`config.mk`:
```
export PLATFORM = sky130hd
export DESIGN_NAME = tvbg_button_conditioner
export DESIGN_NICKNAME = d
export VERILOG_FILES = /design/src/rtl/tvbg_pkg.sv /design/src/rtl/tvbg_btn_debounce.sv /design/src/rtl/tvbg_button_conditioner.sv
export SDC_FILE = /design/constraint.sdc
export NUM_CORES = 1
export LEC_CHECK = 0
export BUFFER_PORTS_ARGS = -buffer_cell sky130_fd_sc_hd__buf_2
export CORE_MARGIN = 5
export CORE_UTILIZATION = 40
export CTS_CLUSTER_SIZE = 24
export DETAILED_ROUTE_END_ITERATION = 10
export GPL_ROUTABILITY_DRIVEN = 0
export SYNTH_ARGS = -nofsm -noshare
export SYNTH_HDL_FRONTEND = slang
export SYNTH_SLANG_ARGS = --single-unit
```
`constraint.sdc`:
```
create_clock -name clock_in -period 3.66 [get_ports clock_in]
set_clock_uncertainty 0.2 [all_clocks]
set_input_delay 1.098 -clock clock_in [delete_from_list [all_inputs] [get_ports clock_in]]
set_output_delay 1.098 -clock clock_in [all_outputs]
set_load 0.02 [all_outputs]
```
`src/rtl/tvbg_pkg.sv`:
```
// -----------------------------------------------------------------------------
// tvbg_pkg
// Shared types and default timing constants for the tv_b_gone button front end.
//   btn_state_t          : press-classifier state (IDLE / HELD / LONG), 2 bits,
//                          encoding is visible on state_out for debug/trace.
//   DEF_DEBOUNCE_CYCLES  : 10 ms at the 8 MHz core clock.
//   DEF_LONG_CYCLES      : 1 s at the 8 MHz core clock.
// Optional feature macro used by the users of this package: TVBG_BTN_LONGPRESS_EN
// -----------------------------------------------------------------------------
package tvbg_pkg;

   typedef enum logic [1:0] {
      IDLE = 2'd0,
      HELD = 2'd1,
      LONG = 2'd2
   } btn_state_t;

   localparam int unsigned DEF_DEBOUNCE_CYCLES = 80_000;
   localparam int unsigned DEF_LONG_CYCLES     = 8_000_000;

endpackage

```
`src/rtl/tvbg_btn_debounce.sv`:
```
// -----------------------------------------------------------------------------
// tvbg_btn_debounce
// Two-flop synchroniser plus debounce filter for the raw user button.
// The raw pin is normalised so that 1 always means "pressed".
// Ports:
//   clock_in   in   core clock, all logic on posedge
//   reset_in   in   synchronous active-high reset (level returns to released)
//   button_in  in   raw asynchronous button pin
//   pressed    out  debounced level, 1 = pressed (registered)
//   rise       out  pressed goes 0->1 at the coming clock edge (combinational)
//   fall       out  pressed goes 1->0 at the coming clock edge (combinational)
// Latency from a raw edge to the pressed change is DEBOUNCE_CYCLES + 2 cycles.
// -----------------------------------------------------------------------------
module tvbg_btn_debounce
   import tvbg_pkg::*;
#(
   parameter bit          ACTIVE_LOW      = 1'b1,
   parameter int unsigned DEBOUNCE_CYCLES = DEF_DEBOUNCE_CYCLES
) (
   input  logic clock_in,
   input  logic reset_in,
   input  logic button_in,
   output logic pressed,
   output logic rise,
   output logic fall
);

   localparam int unsigned     CW      = $clog2(DEBOUNCE_CYCLES + 1);
   localparam logic [CW-1:0]   CNT_MAX = CW'(DEBOUNCE_CYCLES);

   logic          raw_norm;
   logic          sync1;
   logic          sync2;
   logic [CW-1:0] cnt;
   logic          flip;

   assign raw_norm = ACTIVE_LOW ? ~button_in : button_in;

   // Flip once the synchronised level has disagreed with the accepted level
   // for a full run (counter saturated) and still disagrees now.
   always_comb begin
      flip = 1'b0;
      if ((sync2 != pressed) && (cnt == CNT_MAX)) begin
         flip = 1'b1;
      end else begin
         flip = 1'b0;
      end
   end

   assign rise = flip & ~pressed;
   assign fall = flip &  pressed;

   // Synchroniser, disagreement-run counter and accepted level.
   always_ff @(posedge clock_in) begin
      if (reset_in) begin
         sync1   <= 1'b0;
         sync2   <= 1'b0;
         pressed <= 1'b0;
         cnt     <= {CW{1'b0}};
      end else begin
         sync1 <= raw_norm;
         sync2 <= sync1;
         if (sync2 == pressed) begin
            cnt <= {CW{1'b0}};
         end else if (flip) begin
            pressed <= ~pressed;
            cnt     <= {CW{1'b0}};
         end else begin
            cnt <= cnt + CW'(1);
         end
      end
   end

endmodule

```
`src/rtl/tvbg_button_conditioner.sv`:
```
// -----------------------------------------------------------------------------
// tvbg_button_conditioner
// Front end of tv_b_gone: raw bouncy button -> clean start pulse / loop mode.
// Debounced press is classified by a small FSM; start requests pass through a
// one-deep queue that holds a request while tv_b_gone reports busy.
// Optional feature macro: TVBG_BTN_LONGPRESS_EN
//   defined   : start on short-press release, long press toggles loop mode
//   undefined : start on press, no long-press detection, loop mode tied 0
// Ports:
//   clock_in          in   core clock (8 MHz), all logic on posedge
//   reset_in          in   synchronous active-high reset
//   button_in         in   raw asynchronous button pin
//   busy_in           in   tv_b_gone busy; start withheld while high
//   start_out         out  1-cycle start pulse
//   loop_forever_out  out  loop-mode level
//   pressed_out       out  debounced button level, 1 = pressed
//   pending_out       out  a start is queued waiting for busy_in low
//   state_out         out  classifier state encoding (IDLE=0/HELD=1/LONG=2)
// -----------------------------------------------------------------------------
module tvbg_button_conditioner
   import tvbg_pkg::*;
#(
   parameter bit          ACTIVE_LOW      = 1'b1,
   parameter int unsigned DEBOUNCE_CYCLES = DEF_DEBOUNCE_CYCLES,
   parameter int unsigned LONG_CYCLES     = DEF_LONG_CYCLES
) (
   input  logic       clock_in,
   input  logic       reset_in,
   input  logic       button_in,
   input  logic       busy_in,
   output logic       start_out,
   output logic       loop_forever_out,
   output logic       pressed_out,
   output logic       pending_out,
   output logic [1:0] state_out
);

   logic       pressed;
   logic       rise;
   logic       fall;
   btn_state_t state;
   btn_state_t state_next;
   logic       req;
   logic       req_next;
   logic       start;
   logic       pending;

   tvbg_btn_debounce #(
      .ACTIVE_LOW      (ACTIVE_LOW),
      .DEBOUNCE_CYCLES (DEBOUNCE_CYCLES)
   ) u_debounce (
      .clock_in  (clock_in),
      .reset_in  (reset_in),
      .button_in (button_in),
      .pressed   (pressed),
      .rise      (rise),
      .fall      (fall)
   );

`ifdef TVBG_BTN_LONGPRESS_EN
   localparam int unsigned   HW        = $clog2(LONG_CYCLES + 1);
   localparam logic [HW-1:0] HOLD_LAST = HW'(LONG_CYCLES - 1);
   localparam logic [HW-1:0] HOLD_MAX  = HW'(LONG_CYCLES);

   logic [HW-1:0] hold;
   logic [HW-1:0] hold_next;
   logic          loop;
   logic          loop_next;

   // State register with hold counter, loop level and registered start request.
   always_ff @(posedge clock_in) begin
      if (reset_in) begin
         state <= IDLE;
         hold  <= {HW{1'b0}};
         loop  <= 1'b0;
         req   <= 1'b0;
      end else begin
         state <= state_next;
         hold  <= hold_next;
         loop  <= loop_next;
         req   <= req_next;
      end
   end

   // Next-state: release wins over reaching the long threshold on the same edge.
   always_comb begin
      state_next = state;
      case (state)
         IDLE:    if (rise) state_next = HELD; else state_next = IDLE;
         HELD: begin
            if (fall)                   state_next = IDLE;
            else if (hold == HOLD_LAST) state_next = LONG;
            else                        state_next = HELD;
         end
         LONG:    if (fall) state_next = IDLE; else state_next = LONG;
         default: state_next = IDLE;
      endcase
   end

   // Outputs: short-press start request, loop toggle, saturating hold count.
   always_comb begin
      hold_next = hold;
      loop_next = loop;
      req_next  = 1'b0;
      case (state)
         IDLE: begin
            if (rise) hold_next = {HW{1'b0}}; else hold_next = hold;
         end
         HELD: begin
            if (fall)                   req_next  = 1'b1;
            else if (hold == HOLD_LAST) loop_next = ~loop;
            else                        loop_next = loop;
            if (hold != HOLD_MAX) hold_next = hold + HW'(1); else hold_next = hold;
         end
         LONG:    hold_next = hold;
         default: hold_next = {HW{1'b0}};
      endcase
   end

   assign loop_forever_out = loop;
`else
   // State register and registered start request.
   always_ff @(posedge clock_in) begin
      if (reset_in) begin
         state <= IDLE;
         req   <= 1'b0;
      end else begin
         state <= state_next;
         req   <= req_next;
      end
   end

   // Next-state: track the debounced level only.
   always_comb begin
      state_next = state;
      case (state)
         IDLE:    if (rise) state_next = HELD; else state_next = IDLE;
         HELD:    if (fall) state_next = IDLE; else state_next = HELD;
         default: state_next = IDLE;
      endcase
   end

   // Outputs: start request on the press itself, no release wait.
   always_comb begin
      req_next = 1'b0;
      case (state)
         IDLE:    if (rise) req_next = 1'b1; else req_next = 1'b0;
         default: req_next = 1'b0;
      endcase
   end

   assign loop_forever_out = 1'b0;
`endif

   // One-slot start queue. A start is never issued right after another one,
   // so a request arriving as a pulse leaves is parked instead.
   always_ff @(posedge clock_in) begin
      if (reset_in) begin
         start   <= 1'b0;
         pending <= 1'b0;
      end else begin
         if (pending && !busy_in && !start) begin
            start   <= 1'b1;
            pending <= 1'b0;
         end else if (req && !pending) begin
            if (busy_in || start) begin
               start   <= 1'b0;
               pending <= 1'b1;
            end else begin
               start   <= 1'b1;
               pending <= 1'b0;
            end
         end else begin
            start   <= 1'b0;
            pending <= pending;
         end
      end
   end

   assign start_out   = start;
   assign pending_out = pending;
   assign pressed_out = pressed;
   assign state_out   = state;

endmodule

```
---- After elaboration in Yosys (flattened, before gate mapping) ----
Cells that the tools add are included.
storage, ports and cells
  flip-flop bits (word level) ............. 25
  output and inout bits ................... 6
cells by class
  $add $sub $neg .......................... 1
  equal/unequal tests ..................... 4
  reductions and logical operators ........ 13
  bitwise logic cells ..................... 6
  mux-type cells .......................... 9
operators with widths
  cell                                                              number
  17-bit by 1-bit adder with 17-bit output (second input constant)  1
  17-bit == test (second input constant)                            1
  1-bit two-way mux                                                 8
  1-bit logical AND                                                 4
  1-bit inverter                                                    4
  2-bit case mux with 2 select lines                                1
  2-bit OR reduction                                                2
  1-bit logical NOT                                                 3
  3-bit OR reduction                                                1
  1-bit AND                                                         2
  2-bit by 1-bit == test with 1-bit output (second input constant)  1
  2-bit logical NOT                                                 1
  2-bit AND reduction                                               1
  1-bit == test                                                     1
  1-bit logical OR                                                  1
  1-bit inequality test                                             1

---- Depth between registers and ports, before layout ----
  depth in word-level cells ............... 6
  depth in mapped cells ................... 7

---- Modules after synthesis ----
From an unflattened synthesis, not the netlist that was laid out.
unflattened totals
  cell total of the unflattened synthesis .. 116
  area, all modules ....................... 1084.8 um^2
by module, submodules not included
  module                   cells each  times used  area each (um^2)
  tvbg_btn_debounce        101         1           924.6
  tvbg_button_conditioner  15          1           160.2

---- Worst setup path before layout ----
Ideal clock, no wire load.
  kind .................................... register to output
  start point ............................. reg u_debounce.pressed (netlist name)
  end point ............................... out state_out[0]
  cell stages (with the launch flop) ...... 2
  arrival ................................. 0.665 ns
  required time ........................... 2.362 ns
  path buffers ............................ 1
  slack ................................... 1.697 ns
  cells stage by stage .................... dfxtp_1 buf_4
RTL lines
  what              line                           text
  end: declaration  tvbg_button_conditioner.sv:35  output logic [1:0] state_out

==> impl_metrics.ini <==
[status]
status = complete, no violations

[yosys]
syn_area_um2 = 1070
synth_largest_area_cell = dfxtp_1
yosys_warnings = 0
synth.distinct_cells = 30
avgSynthCellArea_um2 = 8.84
synth_top_cells_by_area = dfxtp_1, xnor2_1, nor2_1, nor4_1, nand4_1
seq_area_frac_synth = 0.430
synth_top_area_frac = 0.430
ys_ff_latch = 23
syn-instance-count = 121

[floorplanning]
core_area_um2 = 2520
start_util = 0.424
chipWidth_um = 61.7
pin_count = 10
die_y_um = 61.7
die_area_um2 = 3810
fp-row-count = 18

[setup_path]
max_stage_delay_ps = 410
crit_required_ps = 2360
r2r_start = u_debounce.cnt[0]
path_cells = buf_2
crit_type = reg2out
crit_buf_inv = 1
cp-start-kind = flip-flop
rr_endpoint = u_debounce.cnt[7]
regToRegSetupSlack_ps = 1640
slowest_stage = dfxtp_1
critPathArrivalTime_ps = 910
reg2reg_depth = 6
critPathMaxFanout = 5
cp-end-kind = primary output
path_delay_family = flip-flops

[hold_path]
hold_class = reg2reg
hold_path_startpoint = start_out
whs_endpoint = start_out
holdPathStages = 1

[global_route]
grt_pass1_vias = 725
overflow = 0
antenna_found_initial = 0
grt-busiest-layer = met2
grt_max_degree = 18
gr-usage-met1 = 0.150
grt_pass1_wl_um = 3240
track_usage = 0.112
grtUsageMet2 = 0.176
gr-usage-met3 = 0.0372

[pwr]
clkPwrFrac = 0.307
p_comb_frac = 0.023
power.switching_uw = 81.7
finalPower_uw = 377
powerDensity_nw_per_um2 = 337
power_switching_share = 0.217
p_seq_frac = 0.671
p_leak_uw = 0.000386
p_int_uw = 295
irDropWorstVdd_mv = 0.230

[cells_and_area]
n_antenna_cell = 0
area_growth_syn_to_layout_pct = 4.68
drive_gt1_frac = 0.151
nets = 133
multi_input_area_um2 = 541
regArea_um2 = 460
fillers = 242

[clocking]
tritoncts = done
cts-resized-gates = 0
clkSinkCount = 23
path_clk_slew_ps = 130
cts_root_buf = clkbuf_4
clk_path_buf_depth = 2
hold_buffers = 0
cts_made_buffers = 3
insertion_delay_ps = 310
post_cts_buffers = 0
htreeDepth = 1

[placement]
placement.io_buffers = 7
dp_hpwl_um = 1380

[routing]
drc_errors = 0
wl_per_cell_um = 12.2
vias = 823
wl_um = 1900
ant_nets = 0
dr.first_iter.drc_count = 27
via_per_inst = 5.28
dr.pass1.iters = 4

[timing]
max-slew-margin-rel = 0.503
fmax_ghz = 0.453
finalSetupTns_ps = 0
fin_crit_sh = 0.604
hold_viol = 0
rsz0062_at_grt = false
worst_pin_slew_ps = 745
setup_viol = 0
period_minus_slack_ps = 2210
slew_violations = 0

[flow_run]
drv_cap = 0
==> per-layer routing <==
layer	share of wire	vias to the layer above
li1	-	415
met1	0.46	377
met2	0.45	29
met3	0.081	2
met4	0.0074	0
met5	0	-
==> area by class of cell <==
type | count | share of cell area
Tap cell | 30 | 0.0335
Inverter | 5 | 0.0168
Sequential cell | 23 | 0.411
Clock inverter | 1 | 0.00447
Timing Repair Buffer | 7 | 0.0313
Multi-Input combinational cell | 87 | 0.483
Clock buffer | 3 | 0.0201
==> cells by family (layout without fill, tap and decap cells) <==
logic type      count (synthesis)  count (layout)  synth area share
buf+inv                        12              16            0.0678
xor+xnor                       15              15             0.123
flops                          23              23             0.430
compound gates                  6               6            0.0339
simple gates                   62              62             0.318
other cells                     1               2           0.00351
fa+ha+maj                       2               2            0.0234
==> stage by stage <==
| step | area (um2) | hold WS, ps | instances | utilization | setup slack (ps) |
|---|---|---|---|---|---|
| after floorplan | 1070 | 214 | 122 | - | 1700 |
| after global placement | 1090 | 225 | 152 | 0.433 | 1630 |
| after detailed placement | 1090 | 239 | 152 | 0.433 | 1590 |
| after CTS | 1120 | 258 | 156 | 0.444 | 1440 |
| after global routing | 1120 | 286 | 156 | 0.444 | 1390 |
| final | 1120 | 254 | 156 | 0.444 | 1450 |
==> flip-flops by register name, indices dropped and copies added (netlist names) <==
name	count
req	1
u_debounce.pressed	1
u_debounce.sync2	1
u_debounce.sync1	1
u_debounce.cnt	17
pending_out	1
start_out	1
==> cell usage after synthesis <==
| cell | n |
|---|---|
| a21oi_1 | 2 |
| and3_1 | 1 |
| and4bb_2 | 1 |
| buf_4 | 3 |
| buf_6 | 2 |
| clkbuf_1 | 1 |
| clkbuf_2 | 1 |
| conb_1 | 1 |
| dfxtp_1 | 23 |
| ha_1 | 2 |
| inv_1 | 5 |
| nand2_1 | 7 |
| nand3_1 | 6 |
| nand3b_4 | 1 |
| nand4_1 | 5 |
| nand4_2 | 1 |
| nor2_1 | 22 |
| nor2_2 | 2 |
| nor2b_1 | 1 |
| nor3_1 | 3 |
| nor4_1 | 6 |
| nor4_2 | 1 |
| nor4b_1 | 1 |
| o21ai_0 | 2 |
| o21ai_2 | 1 |
| o21bai_1 | 1 |
| or3_1 | 3 |
| or3_2 | 1 |
| xnor2_1 | 13 |
| xor2_1 | 2 |
==> power by group through the flow <==
stage          registers (uW)  logic [uW]  clock network (uW)
2_1_floorplan             258        7.62                   0
3_3_place_gp              258        8.36                   0
3_5_place_dp              258        8.55                   0
4_1_cts                   253        8.66                 122
5_1_grt                   253        9.67                 129
6_report                  253        8.58                 116
==> how the worst max path moves through the flow <==
stage                       startpoint                 to  slack (ps)  cells past startpoint
floorplan           u_debounce.pressed       state_out[0]        1700                      1
global placement              reset_in  u_debounce.cnt[6]        1630                      4
finish              u_debounce.pressed       state_out[0]        1450                      1
CTS                 u_debounce.pressed       state_out[0]        1440                      1
global route        u_debounce.pressed        pressed_out        1390                      1
detailed placement            reset_in  u_debounce.cnt[4]        1590                      4
==> placed cells by master (no fill, tap or decap), types with 2 or more instances in the layout <==
cell / synthesis / layout
a21oi_1: 2 / 2
buf_2: 0 / 7
clkbuf_4: 0 / 3
conb_1: 1 / 2
dfxtp_1: 23 / 23
ha_1: 2 / 2
inv_1: 5 / 5
nand2_1: 7 / 7
nand3_1: 6 / 6
nand4_1: 5 / 5
nor2_1: 22 / 22
nor2_2: 2 / 2
nor3_1: 3 / 3
nor4_1: 6 / 6
o21ai_0: 2 / 2
or3_1: 3 / 3
xnor2_1: 13 / 13
xor2_1: 2 / 2
(Power assumes the default switching activity.)
